[src/rtl/fetch_pc_unit.sv]
// fetch_pc_unit: IF-stage program counter and IF/ID pipeline register.
// MIPS delay-slot semantics: the instruction after a branch or jump always
// executes. The unit holds on a hazard stall. An illegal next fetch address
// sets a sticky error and freezes the unit.
//
// Ports
//   clk       system clock, rising edge
//   reset_n   asynchronous active-low reset
//   stall     hazard unit request: hold PC and IF/ID
//   is_jump   ID-stage branch comparator result (branch taken)
//   n_type    ID-stage next-PC kind: 0 SEQ, 1 BR, 2 J, 3 JR
//   imm16     branch offset in words
//   imm26     jump index
//   rs_val    forwarded register value for JR
//   instr_if  instruction word read from IM at pc_if
//   pc_if     current fetch address
//   instr_id  IF/ID instruction
//   pc_id     IF/ID PC
//   pc8_id    pc_id + 8, link value for jal/jalr
//   valid_id  IF/ID holds a real fetched instruction
//   fetch_err sticky illegal-fetch flag
//   err_pc    offending next-PC captured when the error was raised
module fetch_pc_unit #(
   parameter logic [31:0] RESET_PC = 32'h0000_3000,
   parameter logic [31:0] IM_BASE  = 32'h0000_3000,
   parameter int unsigned IM_WORDS = 4096
) (
   input  logic        clk,
   input  logic        reset_n,
   input  logic        stall,
   input  logic        is_jump,
   input  logic [1:0]  n_type,
   input  logic [15:0] imm16,
   input  logic [25:0] imm26,
   input  logic [31:0] rs_val,
   input  logic [31:0] instr_if,
   output logic [31:0] pc_if,
   output logic [31:0] instr_id,
   output logic [31:0] pc_id,
   output logic [31:0] pc8_id,
   output logic        valid_id,
   output logic        fetch_err,
   output logic [31:0] err_pc
);

   typedef enum logic [1:0] {
      NPC_SEQ = 2'd0,
      NPC_BR  = 2'd1,
      NPC_J   = 2'd2,
      NPC_JR  = 2'd3
   } npc_kind_t;

   // The end bound is 33 bits wide, so a memory that reaches the top of the
   // address space still gives a correct upper-limit compare.
   localparam logic [32:0] IM_END = {1'b0, IM_BASE} + (33'(IM_WORDS) << 2);

   npc_kind_t   kind;
   logic [31:0] seq_pc;
   logic [31:0] br_off;
   logic [31:0] npc;
   logic        npc_bad;

   assign kind   = npc_kind_t'(n_type);
   assign seq_pc = pc_if + 32'd4;
   assign br_off = {{14{imm16[15]}}, imm16, 2'b00};
   assign pc8_id = pc_id + 32'd8;

   // The ID inputs are meaningful only when IF/ID holds a real instruction.
   // Branch and jump targets are relative to pc_id, not to the delay slot.
   always_comb begin
      npc = seq_pc;
      if (valid_id) begin
         unique case (kind)
            NPC_SEQ: npc = seq_pc;
            NPC_BR:  npc = is_jump ? (pc_id + 32'd4 + br_off) : seq_pc;
            NPC_J:   npc = {pc_id[31:28], imm26, 2'b00};
            NPC_JR:  npc = rs_val;
         endcase
      end
   end

   assign npc_bad = (npc[1:0] != 2'b00) || (npc < IM_BASE) ||
                    ({1'b0, npc} >= IM_END);

   // Stall has priority over the legality check: npc is neither used nor
   // checked while stalled, because the ID operands may be stale.
   always_ff @(posedge clk or negedge reset_n) begin
      if (!reset_n) begin
         pc_if     <= RESET_PC;
         instr_id  <= '0;
         pc_id     <= '0;
         valid_id  <= 1'b0;
         fetch_err <= 1'b0;
         err_pc    <= '0;
      end else if (!stall && !fetch_err) begin
         pc_id <= pc_if;
         if (npc_bad) begin
            fetch_err <= 1'b1;
            err_pc    <= npc;
            instr_id  <= '0;
            valid_id  <= 1'b0;
         end else begin
            pc_if    <= npc;
            instr_id <= instr_if;
            valid_id <= 1'b1;
         end
      end
   end

endmodule

[config.mk]
export PLATFORM = sky130hd
export DESIGN_NAME = fetch_pc_unit
export DESIGN_NICKNAME = d
export VERILOG_FILES = /design/src/rtl/fetch_pc_unit.sv
export SDC_FILE = /design/constraint.sdc
export NUM_CORES = 1
export LEC_CHECK = 0
export ABC_AREA = 1
export BUFFER_PORTS_ARGS = -buffer_cell sky130_fd_sc_hd__buf_2
export CAP_MARGIN = 20
export CELL_PAD_IN_SITES_DETAIL_PLACEMENT = 0
export CELL_PAD_IN_SITES_GLOBAL_PLACEMENT = 1
export CORE_MARGIN = 1.5
export CORE_UTILIZATION = 40
export DETAILED_ROUTE_END_ITERATION = 8
export PLACE_DENSITY = 0.88
export SLEW_MARGIN = 20
export SYNTH_ARGS = -nofsm -noshare
export SYNTH_HDL_FRONTEND = slang
export SYNTH_SLANG_ARGS = --single-unit
[constraint.sdc]
create_clock -name clk -period 7 [get_ports clk]
set_input_delay 0.7 -clock clk [delete_from_list [all_inputs] [get_ports clk]]
set_output_delay 0.7 -clock clk [all_outputs]
set_load 0.005 [all_outputs]
==> report_table.html <==
<table>
<tr><th>Metric</th><th>Value</th></tr>
<tr><th colspan="2">Yosys</th></tr>
<tr><td>Simple-Gate Fraction of Synth Area</td><td>39.3%</td></tr>
<tr><td>Gate count after technology mapping</td><td>1566</td></tr>
<tr><td>Library cell occupying the most area in the post-synthesis netlist</td><td>dfrtp_1</td></tr>
<tr><td>Post-synthesis sequential element count</td><td>130</td></tr>
<tr><td>Area share of the largest cell type after synthesis</td><td>31.4%</td></tr>
<tr><td>Mux contribution to synthesized area</td><td>0%</td></tr>
<tr><td>Sequential fraction of the synthesis area</td><td>32.0%</td></tr>
<tr><td>Share of the synthesized netlist area taken by xor and xnor gates</td><td>3.61%</td></tr>
<tr><td>Top cells by area, synth</td><td>dfrtp_1 31%, nand2_1 23%, ha_1 7.2%</td></tr>
<tr><td>Synthesized area per cell</td><td>6.51 µm²</td></tr>
<tr><td>Most instantiated flip-flop cell in the synthesis netlist</td><td>dfrtp_1</td></tr>
<tr><td>Yosys warns</td><td>0</td></tr>
<tr><td>Number of library cell types mapped by synthesis</td><td>44</td></tr>
<tr><td>Main combinational cell family by area after synthesis</td><td>simple AND/OR/NAND/NOR gates</td></tr>
<tr><td>Area share of fa/ha/maj cells after synthesis</td><td>7.44%</td></tr>
<tr><td>Post-synth design cell area</td><td>10200 µm²</td></tr>
<tr><td>Syn Nets</td><td>1738</td></tr>
<tr><td>Share of the synthesized area in compound gates (AO/OA/AOI/OAI)</td><td>7.27%</td></tr>
<tr><td>Number of enable-type register cells in the synthesized netlist</td><td>0</td></tr>
<tr><td>Share of synthesized registers carrying an async set or reset</td><td>100%</td></tr>
<tr><th colspan="2">Clock network</th></tr>
<tr><td>Post-CTS setup-driven buffer insertion count</td><td>0</td></tr>
<tr><td>Reg clk slew, reported paths</td><td>0.07 ns</td></tr>
<tr><td># hold bufs at CTS</td><td>0</td></tr>
<tr><td>CTS buffer count</td><td>17</td></tr>
<tr><td>Master cell of the clock root buffer</td><td>clkbuf_16</td></tr>
<tr><td>Sink count of the clock tree</td><td>130</td></tr>
<tr><td>Clock tree from TritonCTS</td><td>yes</td></tr>
<tr><td>Clk Latency, worst-skew pair</td><td>0.44 ns</td></tr>
<tr><td>Maximum buffer depth of the clock tree</td><td>2</td></tr>
<tr><td>H-Tree Depth</td><td>4</td></tr>
<tr><td>Quantity of gates resized following cts</td><td>0</td></tr>
<tr><th colspan="2">STA</th></tr>
<tr><td>Final hold violations</td><td>0</td></tr>
<tr><td>Final Critical Period</td><td>4.98 ns</td></tr>
<tr><td>Slew of the pin with the lowest slew margin</td><td>1.11 ns</td></tr>
<tr><td>Max Clock Freq</td><td>0.201 GHz</td></tr>
<tr><td>Final Skew</td><td>0.0124 ns</td></tr>
<tr><td>Final-layout setup total negative slack</td><td>0 ns</td></tr>
<tr><td>Number of setup violations in the final report</td><td>0</td></tr>
<tr><td>Worst slew margin relative to its limit</td><td>25.6%</td></tr>
<tr><td>Final Slew Violations</td><td>0</td></tr>
<tr><td>Unrepaired setup endpoints after global routing</td><td>no</td></tr>
<tr><td>Post-route fraction of the period consumed by the critical path</td><td>71.1%</td></tr>
<tr><th colspan="2">Setup path</th></tr>
<tr><td>Worst Path Arrival</td><td>5.35 ns</td></tr>
<tr><td>Largest incremental delay on the critical path</td><td>0.84 ns</td></tr>
<tr><td>Kind of end point of the critical path</td><td>register</td></tr>
<tr><td>Slowest cell on the critical path</td><td>inv_1</td></tr>
<tr><td>Critical path required time</td><td>7.38 ns</td></tr>
<tr><td>Critical path, cell by cell</td><td>o21ai_2 &gt; buf_4 &gt; inv_1 &gt; nand2_1 &gt; a22o_1 &gt; nor2_1 &gt; nand3_1 &gt; nor2_1 &gt; nand4_1 &gt; nor2_4 &gt; buf_4 &gt; nand2_2 &gt; nand2_2 &gt; nand2_1 &gt; nand2_1</td></tr>
<tr><td>Critical Path Start Type</td><td>register</td></tr>
<tr><td>Maximum fanout along the worst path</td><td>47</td></tr>
<tr><td>Critical path type</td><td>register to register</td></tr>
<tr><td>Top cell by count, worst path</td><td>nand2_1</td></tr>
<tr><th colspan="2">Die</th></tr>
<tr><td>Die W</td><td>163 µm</td></tr>
<tr><td>Boundary pin count</td><td>274</td></tr>
<tr><td>Die Footprint</td><td>26400 µm²</td></tr>
<tr><td>Total core area</td><td>25100 µm²</td></tr>
<tr><td>Initial cell density of the core</td><td>40.6%</td></tr>
<tr><td>Placement row count</td><td>58</td></tr>
<tr><td>Die Y-Extent</td><td>163 µm</td></tr>
<tr><th colspan="2">Finish</th></tr>
<tr><td>Area grow syn2layout</td><td>21.6%</td></tr>
<tr><td>Fraction of layout instances using a drive strength above 1</td><td>19.2%</td></tr>
<tr><td>Total inserted antenna cells</td><td>0</td></tr>
<tr><td>NumNets Final</td><td>1979</td></tr>
<tr><td>Fin util</td><td>49.3%</td></tr>
<tr><th colspan="2">Routing</th></tr>
<tr><td>Number of nets with antenna violations after routing</td><td>0</td></tr>
<tr><td>Routed vias</td><td>11300</td></tr>
<tr><td>Number of design-rule violations left by the first detailed-router iteration</td><td>845</td></tr>
<tr><td>Drt wl/cell</td><td>18.2 µm</td></tr>
<tr><td>Post-Route WL</td><td>39.2 mm</td></tr>
<tr><td>Detailed-router iteration count before antenna repair</td><td>6</td></tr>
<tr><td>Routed vias/inst</td><td>5.27</td></tr>
<tr><td>DR DRC count</td><td>0</td></tr>
<tr><th colspan="2">Min path</th></tr>
<tr><td>Class of the worst hold path</td><td>input port to async pin</td></tr>
<tr><th colspan="2">Global routing</th></tr>
<tr><td>Pin count of the biggest net entering global routing</td><td>72</td></tr>
<tr><td>Global-route wire length before repair</td><td>60.7 mm</td></tr>
<tr><td>Antenna violations before repair</td><td>1</td></tr>
<tr><td>Total routing resource utilization after global routing</td><td>30.1%</td></tr>
<tr><td>Number of global-route vias before repair</td><td>10800</td></tr>
<tr><td>Final global-route overflow total</td><td>0</td></tr>
<tr><th colspan="2">Pwr</th></tr>
<tr><td>Static Leakage</td><td>0.00713 µW</td></tr>
<tr><td>Pwr Density</td><td>180 nW/µm²</td></tr>
<tr><td>Maximum resistive drop on vdd</td><td>115 µV</td></tr>
<tr><th colspan="2">Outcome</th></tr>
<tr><td>Outcome</td><td>finished, final reports clean</td></tr>
<tr><th colspan="2">Place</th></tr>
<tr><td>Number of buffers added on ports</td><td>273</td></tr>
<tr><td>Final weighted congestion in routability-driven placement</td><td>0.938</td></tr>
<tr><td>DPL Wire Length</td><td>30.2 mm</td></tr>
<tr><th colspan="2">Job</th></tr>
<tr><td>Max cap viols</td><td>0</td></tr>
</table>
## cell type report
| cell class | count | area, µm² |
|---|---|---|
| multi-input cells | 1176 | 5890 |
| flip-flops and latches | 130 | 3260 |
| inverters | 200 | 751 |
| repair buffers | 282 | 1440 |
| clock buffers | 17 | 425 |
| well taps | 330 | 413 |
| fillers | 2674 | 12700 |
| clock inverters | 15 | 219 |
## worst max-delay path, delay by kind of cell (launching register included)
family	cells	cell delay, ns
AO/OA/AOI/OAI	2	0.50
flip-flops	1	0.51
buffers and inverters	3	1.52
AND/OR/NAND/NOR	10	2.36
## logic make-up (layout without fill, tap and decap cells)
logic type | Yosys count | in the layout
compound gates | 129 | 129
simple gates | 945 | 945
buf+inv | 260 | 514
fa+ha+maj | 60 | 60
xor+xnor | 42 | 42
flops | 130 | 130
## state kept, by name, indices dropped and copies added (netlist names)
| signal | cells |
|---|---|
| instr_id | 32 |
| err_pc | 32 |
| pc_if | 32 |
| pc_id | 32 |
| fetch_err | 1 |
| valid_id | 1 |
## cells in the mapped netlist, types with 2 or more instances
master	number
ha_1	59
xnor2_1	8
buf_6	5
a21oi_1	39
nor2_4	3
nand2_2	2
nand3b_1	3
dfrtp_1	128
inv_2	9
o21bai_1	5
dfstp_2	2
buf_4	8
o21ai_0	44
nand2_1	620
o211ai_1	6
nor3_1	19
nand3_1	130
buf_2	14
and2_1	3
nor3_2	2
xor2_1	34
o21ai_1	4
nor2_1	86
a21o_1	3
nor2_2	5
nor4_1	3
buf_1	8
nand4_1	60
a211oi_1	6
inv_1	191
a22o_1	2
or2_2	6
clkbuf_1	25
a31oi_1	14
## power by group
| part | switching [µW] | internal (µW) |
|---|---|---|
| sequential | 17.5 | 766 |
| clock | 411 | 608 |
| combinational | 282 | 147 |
## cells in the final DEF, fill, tap and decap left out, types with 3 or more instances in the layout
master	instances
nor4_1	3
a21o_1	3
inv_6	4
dfrtp_1	128
o21ai_0	44
xor2_1	34
clkbuf_16	17
clkinv_4	3
a211oi_1	6
buf_2	272
nor2_4	5
xnor2_1	8
nand3_1	130
nor2_1	84
nor3_1	19
nand2_1	620
nor2_2	5
or2_2	6
a21oi_1	39
o21ai_1	4
a31oi_1	14
buf_4	9
nand4_1	60
and2_1	3
inv_1	191
o21bai_1	5
bufinv_16	4
inv_2	9
nand3b_1	3
o211ai_1	6
ha_1	59
## routing by layer
metal	track usage, %	part of all wire, %
met1	39.8	43
met4	10.7	2.9
met2	50.2	47
met3	4.33	7.2
met5	0	0.028
## path summary, 6_finish.rpt
path	start	endpoint	slack (ns)	cells past startpoint
setup reg to reg	valid_id$_DFFE_PN0P_	err_pc[8]$_DFFE_PN0P_	2.02	15
min in group clk	err_pc[13]$_DFFE_PN0P_	err_pc[13]$_DFFE_PN0P_	0.47	2
hold reg to reg	err_pc[13]$_DFFE_PN0P_	err_pc[13]$_DFFE_PN0P_	0.47	2
max in group asynchronous	reset_n	pc_if[27]$_DFFE_PN0P_	5.38	2
hold / removal	reset_n	instr_id[21]$_DFFE_PN0P_	0.24	1
setup / recovery	valid_id$_DFFE_PN0P_	err_pc[8]$_DFFE_PN0P_	2.02	15
## through the flow
| step | cells | hold WS, ns | cell area [µm²] | setup slack [ns] | total power, µW |
|---|---|---|---|---|---|
| global route | 2150 | 0.294 | 12400 | 1.64 | 2320 |
| floorplan | 1566 | 0.404 | 10200 | 3.67 | 1050 |
| finish | 2150 | 0.241 | 12400 | 2.02 | 2230 |
| detailed placement | 2118 | 0.454 | 11700 | 1.73 | 1220 |
| global placement | 2118 | 0.457 | 11700 | 1.71 | 1220 |
| CTS | 2150 | 0.279 | 12400 | 2.07 | 2230 |
(Power assumes the default switching activity.)
